File: src/rtl/issue_pkg.sv
// ============================================================================
// Module : issue_pkg
// Brief  : Shared types and constants for the dual-issue scheduler.
// Rev    : 1.0 - initial release
// ============================================================================
`default_nettype none

package issue_pkg;

  typedef enum logic [0:0] {
    PAIR  = 1'b0,
    SPLIT = 1'b1
  } state_e;

  localparam logic [4:0] REG_ZERO = 5'd0;
  localparam int         CNT_W    = 32;

endpackage

`default_nettype wire

File: src/rtl/src_match.sv
// ============================================================================
// Module : src_match
// Brief  : Flags a destination register that feeds either of two sources.
// Rev    : 1.0 - initial release
// ============================================================================
`default_nettype none

module src_match
  import issue_pkg::*;
(
  input  logic       en_i,
  input  logic [4:0] dst_i,
  input  logic [4:0] src1_i,
  input  logic [4:0] src2_i,
  output logic       match_o
);

  // Register zero is hard-wired, so it never carries a dependency.
  assign match_o = en_i && (dst_i != REG_ZERO) &&
                   ((dst_i == src1_i) || (dst_i == src2_i));

endmodule

`default_nettype wire

File: src/rtl/issue_scheduler.sv
// ============================================================================
// Module : issue_scheduler
// Brief  : Dual-issue pair/split scheduler with load-use stall, branch flush
//          and pair/stall performance counters.
// Rev    : 1.0 - initial release
// ============================================================================
`default_nettype none

module issue_scheduler
  import issue_pkg::*;
(
  input  logic             clk,
  input  logic             reset,
  input  logic             ValidDA,
  input  logic             ValidDB,
  input  logic [4:0]       Src1DA,
  input  logic [4:0]       Src2DA,
  input  logic [4:0]       Src1DB,
  input  logic [4:0]       Src2DB,
  input  logic [4:0]       DstDA,
  input  logic [4:0]       DstDB,
  input  logic             RegWriteDA,
  input  logic             RegWriteDB,
  input  logic             MemtoRegDA,
  input  logic             MemtoRegDB,
  input  logic             MemWriteDA,
  input  logic             MemWriteDB,
  input  logic [4:0]       DstEA,
  input  logic [4:0]       DstEB,
  input  logic             MemtoRegEA,
  input  logic             MemtoRegEB,
  input  logic             BranchTakenE,
  output logic             StallF,
  output logic             StallD,
  output logic             FlushD,
  output logic             FlushEA,
  output logic             FlushEB,
  output logic             SelBtoA,
  output logic [CNT_W-1:0] PairCount,
  output logic [CNT_W-1:0] StallCount
);

  state_e             state_q, state_d;
  logic [CNT_W-1:0]   pair_cnt_q, pair_cnt_d;
  logic [CNT_W-1:0]   stall_cnt_q, stall_cnt_d;

  logic raw_ab, lu_ea_a, lu_eb_a, lu_ea_b, lu_eb_b;
  logic conflict, lu_a, lu_b, lu_stall;
  logic mem_a, mem_b;
  logic unused_in;

  // Slot B's own destination only matters to later stages, not to issue.
  assign unused_in = ^{RegWriteDB, DstDB};

  src_match u_raw_ab (
    .en_i    (ValidDA && ValidDB && RegWriteDA),
    .dst_i   (DstDA),
    .src1_i  (Src1DB),
    .src2_i  (Src2DB),
    .match_o (raw_ab)
  );

  src_match u_lu_ea_a (
    .en_i    (ValidDA && MemtoRegEA),
    .dst_i   (DstEA),
    .src1_i  (Src1DA),
    .src2_i  (Src2DA),
    .match_o (lu_ea_a)
  );

  src_match u_lu_eb_a (
    .en_i    (ValidDA && MemtoRegEB),
    .dst_i   (DstEB),
    .src1_i  (Src1DA),
    .src2_i  (Src2DA),
    .match_o (lu_eb_a)
  );

  src_match u_lu_ea_b (
    .en_i    (ValidDB && MemtoRegEA),
    .dst_i   (DstEA),
    .src1_i  (Src1DB),
    .src2_i  (Src2DB),
    .match_o (lu_ea_b)
  );

  src_match u_lu_eb_b (
    .en_i    (ValidDB && MemtoRegEB),
    .dst_i   (DstEB),
    .src1_i  (Src1DB),
    .src2_i  (Src2DB),
    .match_o (lu_eb_b)
  );

  assign mem_a    = MemtoRegDA || MemWriteDA;
  assign mem_b    = MemtoRegDB || MemWriteDB;
  assign conflict = raw_ab || (ValidDA && ValidDB && mem_a && mem_b);
  assign lu_a     = lu_ea_a || lu_eb_a;
  assign lu_b     = lu_ea_b || lu_eb_b;

  always_comb begin
    state_d  = state_q;
    StallF   = 1'b0;
    StallD   = 1'b0;
    FlushD   = 1'b0;
    FlushEA  = 1'b1;
    FlushEB  = 1'b1;
    SelBtoA  = 1'b0;
    lu_stall = 1'b0;
    if (reset) begin
      state_d = PAIR;
    end else if (BranchTakenE) begin
      FlushD  = 1'b1;
      state_d = PAIR;
    end else if (state_q == PAIR) begin
      // A slot-B load-use under a conflict is deferred to the SPLIT cycle.
      if (lu_a || (lu_b && !conflict)) begin
        StallF   = 1'b1;
        StallD   = 1'b1;
        lu_stall = 1'b1;
      end else if (conflict) begin
        StallF  = 1'b1;
        StallD  = 1'b1;
        FlushEA = 1'b0;
        state_d = SPLIT;
      end else begin
        FlushEA = !ValidDA;
        FlushEB = !ValidDB;
      end
    end else begin
      if (lu_b) begin
        StallF   = 1'b1;
        StallD   = 1'b1;
        lu_stall = 1'b1;
      end else begin
        SelBtoA = 1'b1;
        FlushEA = 1'b0;
        state_d = PAIR;
      end
    end
  end

  always_comb begin
    pair_cnt_d  = pair_cnt_q;
    stall_cnt_d = stall_cnt_q;
    if (!FlushEA && !FlushEB) pair_cnt_d = pair_cnt_q + 1'b1;
    if (lu_stall)             stall_cnt_d = stall_cnt_q + 1'b1;
  end

  always_ff @(posedge clk or posedge reset) begin
    if (reset) begin
      state_q     <= PAIR;
      pair_cnt_q  <= '0;
      stall_cnt_q <= '0;
    end else begin
      state_q     <= state_d;
      pair_cnt_q  <= pair_cnt_d;
      stall_cnt_q <= stall_cnt_d;
    end
  end

  assign PairCount  = pair_cnt_q;
  assign StallCount = stall_cnt_q;

endmodule

`default_nettype wire

File: config.mk
export PLATFORM = sky130hd
export DESIGN_NAME = issue_scheduler
export DESIGN_NICKNAME = d
export VERILOG_FILES = /design/src/rtl/issue_pkg.sv /design/src/rtl/src_match.sv /design/src/rtl/issue_scheduler.sv
export SDC_FILE = /design/constraint.sdc
export NUM_CORES = 1
export LEC_CHECK = 0
export CELL_PAD_IN_SITES_DETAIL_PLACEMENT = 1
export CELL_PAD_IN_SITES_GLOBAL_PLACEMENT = 1
export CORE_MARGIN = 4
export CORE_UTILIZATION = 36
export DETAILED_ROUTE_END_ITERATION = 16
export GPL_TIMING_DRIVEN = 0
export PLACE_DENSITY = 0.93
export SYNTH_ARGS = -nofsm -noshare
export SYNTH_HDL_FRONTEND = slang
export SYNTH_SLANG_ARGS = --single-unit
File: constraint.sdc
create_clock -name clk -period 2.6 [get_ports clk]
set_input_delay 0.39 -clock clk [delete_from_list [all_inputs] [get_ports clk]]
set_output_delay 0.39 -clock clk [all_outputs]
set_load 0.01 [all_outputs]
# --- Word level (Yosys, flattened, before mapping) ---
# Cells that the tools add are included.
totals:
  ff_bits: 65
  output_inout_bits: 70
classes:
  n_addsub: 2
  eq_ne: 10
  mux: 30
  reduce_logical: 39
ops:
  columns: ["op", "n"]
  rows:
  - ["32-bit by 1-bit adder with 32-bit output, second input constant", 2]
  - ["5-bit equality test", 10]
  - ["1-bit 2-to-1 mux", 30]
  - ["1-bit logical AND", 20]
  - ["5-bit nonzero test", 3]
  - ["1-bit logical OR", 11]
  - ["1-bit logical NOT", 5]

# --- Longest topological paths before layout ---
# Gate-level depths: netlist (run 1).
depth:
  ltp_word: 14
  mapped_depth: 9
  ltp_nobuf: 7

# --- Cells and area by module ---
# Synthesis (run 1) repeated with hierarchy kept, for this count alone.
hier_totals:
  hier_cells: 364
  area_unflattened_um2: 3756.1
modules_own_cells:
  columns: ["mod", "n_inst", "cells_per_inst", "area_each_um2"]
  rows:
  - ["issue_scheduler", 1, 279, 3130.5]
  - ["src_match", 5, 17, 125.1]

# --- Worst setup path after synthesis (run 1) ---
# Ideal clock, no wire load.
synth_path:
  path_type: "input to output"
  startpoint: "input port DstEA[3]"
  endpoint: "output port StallF"
  arrival_ns: 2.012
  slack_ns: 0.198
  stages: 9
  n_path_buf: 2
  path_cell_list: "buf_2 -> or4_1 -> o21a_1 -> nand2_1 -> o22ai_2 -> a21oi_1 -> nor2_1 -> o21a_1 -> buf_4"
synth_between:
  elab_chain_cells: 10
synth_rtl:
  columns: ["element", "line", "rtl"]
  rows:
  - ["from (decl)", "issue_scheduler.sv:28", "input logic [4:0] DstEA,"]
  - ["5-bit equality test / 5-bit nonzero test (equally long branches)", "src_match.sv:20, src_match.sv:19", null]
  - ["1-bit logical OR / 1-bit logical AND (equally long branches)", "src_match.sv:20, src_match.sv:19", null]
  - ["1-bit logical AND", "src_match.sv:19", "assign match_o = en_i && (dst_i != REG_ZERO) &&"]
  - ["1-bit logical OR", "issue_scheduler.sv:99", "assign lu_b = lu_ea_b || lu_eb_b;"]
  - ["1-bit logical AND", "issue_scheduler.sv:117", "if (lu_a || (lu_b && !conflict)) begin"]
  - ["1-bit logical OR", "issue_scheduler.sv:117", null]
  - ["1-bit 2-to-1 mux", null, null]
  - ["1-bit 2-to-1 mux * (3 in a row)", null, null]
  - ["to (decl)", "issue_scheduler.sv:33", "output logic StallF,"]
# Mark *: on every way between the ends. The rest lies on a longest branch, timed or not.

# --- Worst setup path after layout (run 1) ---
layout_path:
  startpoint: "input port DstDA[0]"
  endpoint: "output port StallF"
layout_between:
  elab_chain_cells: 11
layout_rtl:
  columns: ["element", "line", "rtl"]
  rows:
  - ["from (decl)", "issue_scheduler.sv:20", "input logic [4:0] DstDA,"]
  - ["5-bit equality test / 5-bit nonzero test (equally long branches)", "src_match.sv:20, src_match.sv:19", null]
  - ["1-bit logical OR / 1-bit logical AND (equally long branches)", "src_match.sv:20, src_match.sv:19", null]
  - ["1-bit logical AND *", "src_match.sv:19", null]
  - ["1-bit logical OR *", "issue_scheduler.sv:97", "assign conflict = raw_ab || (ValidDA && ValidDB && mem_a && mem_b);"]
  - ["1-bit logical NOT", "issue_scheduler.sv:117", null]
  - ["1-bit logical AND", "issue_scheduler.sv:117", null]
  - ["1-bit logical OR", "issue_scheduler.sv:117", null]
  - ["1-bit 2-to-1 mux *", "issue_scheduler.sv:117", null]
  - ["1-bit 2-to-1 mux *", "issue_scheduler.sv:115", "end else if (state_q == PAIR) begin"]
  - ["1-bit 2-to-1 mux *", "issue_scheduler.sv:112", "end else if (BranchTakenE) begin"]
  - ["1-bit 2-to-1 mux *", "issue_scheduler.sv:110", "if (reset) begin"]
# Marks and branches as above.

==> summary.md, run 1 <==
| Metric | Value |
|---|---|
| Drt wl/cell | 19.23 µm |
| Num CTS Buffers | 9 |
| Placed insts | 631 |
| Multi-input gate area | 2313 µm² |
| Vias in the first global route | approximately 4,000 |
| Die area | ~13,000 µm² |
| Clock Skews | 10.02 ps |
| Post-synth top cells | xor2_1 (78), dfrtp_1 (65), xnor2_1 (34), nand2_1 (23) |
| Crit start category | input pin |
| Syn nets | 443 |
| Post-route ant nets | 0 |
| Fill count | approximately 1,200 |
| Via count | 3,466 |
| Ys flop type | dfrtp_1 |
| Required @ worst endpoint | around 2200 ps |
| Clock Path Buffers | 2 |
| Setup slack after layout | 55.63 ps |
| Seq cells post-synth | 65 |
| Crit-path max FO | 3 |
| Pre-CTS worst setup slack | -903.1 ps |
| Die Y-Extent | approximately 110 µm |
| Gr ovfl total | 0 |
| Min-Delay Path Class | flop to flop |
| Clk sinks | between 60 and 70 |
| Critical Path AT | 2150 ps |
| Layout Cells excl Fill | 655 |
| Seq/Total Area, Yosys | 41.27% |
| Worst setup path category | input pin to output pin |
| Post-Syn Area | slightly below 4000 µm² |
| Io pins | 123 |
| DR vias/cell | roughly 5.3 |
| DR DRC count | 0 |
| Clock latency at the later pin of the worst-skew pair | 340 ps |
| VDD IR max | 234.0 µV |
| Hold Violations, Final | 0 |
| Final nets | 570 |
| Post-Syn Instances | 388 |
| Share of cells above drive strength 1 | 19.27% |
| Final Hold Slack | roughly 500 ps |
| P_leak | ~2.4 nW |
| Initial antenna violation count | 0 |
| IO buf count | between 100 and 150 |
| Row count | 37 |
| Yosys top cell area share | 41.27% |
| Worst slew margin | 63.68% |
| Starting DRT DRC Count | around 120 |
| P per Cell Area | between 400 and 500 nW/µm² |
| Layout Utilization | about 53% |
| DP HPWL | around 9400 µm |
| Yosys cell types | ~40 |
| Area growth syn-to-layout | 41.90% |
| Synth Warn # | 0 |
| Starting density of the core | between 30% and 40% |
| First-pass GRT wire length | ~20,000 µm |
| Core Region | about 11,000 µm² |
| Max Slew Vio Count | 0 |
| Register Area | ~1600 µm² |
| Avg Inst Size Synth | 10.16 µm² |
| Count of flip-flops with a built-in enable after synthesis | 0 |
| Reg clk slew, reported paths | ~70 ps |
| Final min period | ~2500 ps |
| CTS H-tree depth | 3 |
| Max Freq | between 0.3 and 0.4 GHz |
| CTS Root Cell | clkbuf_8 |
| Setup TNS | 0 ps |
| Max-cap violations | 0 |
| Dominant cell type by area after synthesis | dfrtp_1 |
| Tcrit/Tclk final | between 90% and 100% |
| GRT Resource Usage Total | 19.87% |
| Largest net degree at the start of global routing | 43 |
| Setup violators final | 0 |
| Asr flop ratio synth | 100.0% |
| Die W | 112.6 µm |
| Diodes inserted | 0 |
| Worst-Margin Slew | 544.0 ps |
| Outcome | completed |
| RePlAce Congestion | 0.8481 |
| DR pass1 iterations | 4 |
| RSZ-0062 raised after global routing | yes |
| DRT Wirelength | roughly 13,000 µm |
| Top cells by area, synth | dfrtp_1 (41%), xor2_1 (17%), xnor2_1 (7.6%), nand3_2 (2.8%), and3_1 (2.5%) |
| Most numerous cell in the Yosys netlist | xor2_1 |
| CP Capture Type | output pin |
| CTS tree | yes |
==> cell families after synthesis <==
logic type	count (synthesis)	synth area share, %
adder cells (fa/ha/maj)	2	0.6348
flip-flops	65	41.27
multiplexers	2	0.5714
XOR/XNOR	112	24.89
AO/OA/AOI/OAI	20	4.921
AND/OR/NAND/NOR	157	23.75
buffers and inverters	30	3.968
==> cells in the final DEF, fill, tap and decap left out, types with 3 or more instances in the layout <==
cell type / instances
a22oi_2: 4
and2_1: 4
and3_1: 15
and4_1: 4
buf_2: 8
buf_4: 11
buf_6: 4
clkbuf_1: 6
clkbuf_2: 6
clkbuf_8: 11
clkdlybuf4s15_1: 5
clkdlybuf4s50_1: 77
dfrtp_1: 63
dlygate4sd2_1: 17
dlymetal6s2s_1: 3
inv_1: 6
nand2_1: 21
nand3_1: 13
nand3_2: 12
nand4_1: 13
nor2_1: 18
nor3_1: 12
nor3_2: 6
nor3b_1: 4
nor4_1: 7
nor4_2: 6
nor4b_2: 3
o21a_1: 3
or2_2: 3
xnor2_1: 34
xor2_1: 78
==> flip-flops by register name (all words and copies together), names as in the netlist <==
name / cells
StallCount: 32
state_q: 1
PairCount: 32
==> repair_timing <==
action,4_1_cts,5_1_grt
setup endpoints to repair,65,42
pin swaps,8,10
hold buffers,0,0
gates resized for setup,50,33
buffers inserted,6,4
==> worst max-delay path, stage by stage <==
cell	delay [ps]
clkdlybuf4s15_1	230
or4_4	560
o21ai_4	150
o21ai_2	100
a21oi_2	180
nor2_1	60
o21a_1	230
buf_4	140
clkbuf_2	120
==> report_power, final <==
group	internal, mW	switching [mW]	leakage, nW
Sequential	1.06	0.0611	0.877
Combinational	0.233	0.247	1.47
Clock	0.488	0.394	0.102
Total	1.78	0.702	2.45
==> cell type report <==
| type | count | area share (%) |
|---|---|---|
| multi-input combinational | 293 | 41.36 |
| sequential | 65 | 29.13 |
| timing repair buffer | 117 | 20.07 |
| tap | 136 | 3.043 |
| clock buffer | 12 | 2.774 |
| buffer | 22 | 2.438 |
| clock inverter | 3 | 0.7159 |
| inverter | 7 | 0.4698 |
==> final timing paths <==
path                            depth (start not counted)      startpoint  slack, ps              to
worst max-delay path                                    9        DstDA[0]         60          StallF
worst min-delay path                                    1  StallCount[31]        490  StallCount[31]
worst min register to register                          1  StallCount[31]        490  StallCount[31]
worst max register to register                          7   StallCount[6]        180  StallCount[24]
max in group asynchronous                               3           reset       1440    PairCount[2]
min in group asynchronous                               2           reset        520   StallCount[4]
==> metal layers <==
metal	share of wire, %	GRT usage, %	routed length (µm)	up-vias
li1	-	-	-	1590
met1	42	23.78	5245	1771
met2	53	35.74	6703	87
met3	3.7	4.474	464	18
met4	1.5	5.288	184	0
met5	0	0	0	-
==> metrics by stage <==
stage | power, mW | cell area (µm²)
after CTS | 2.479 | 5480
after global routing | 2.601 | 5593
after detailed placement | 1.596 | 5192
after global placement | 1.563 | 5172
final | 2.479 | 5593
after floorplan | 1.340 | 3941
(Power assumes the default switching activity.)
==> inputs of run 2 (changes only) <==
- GPL_ROUTABILITY_DRIVEN: default -> 0
==> results of run 2 <==
Final layout, timing and power as in run 1 (identical DEF).
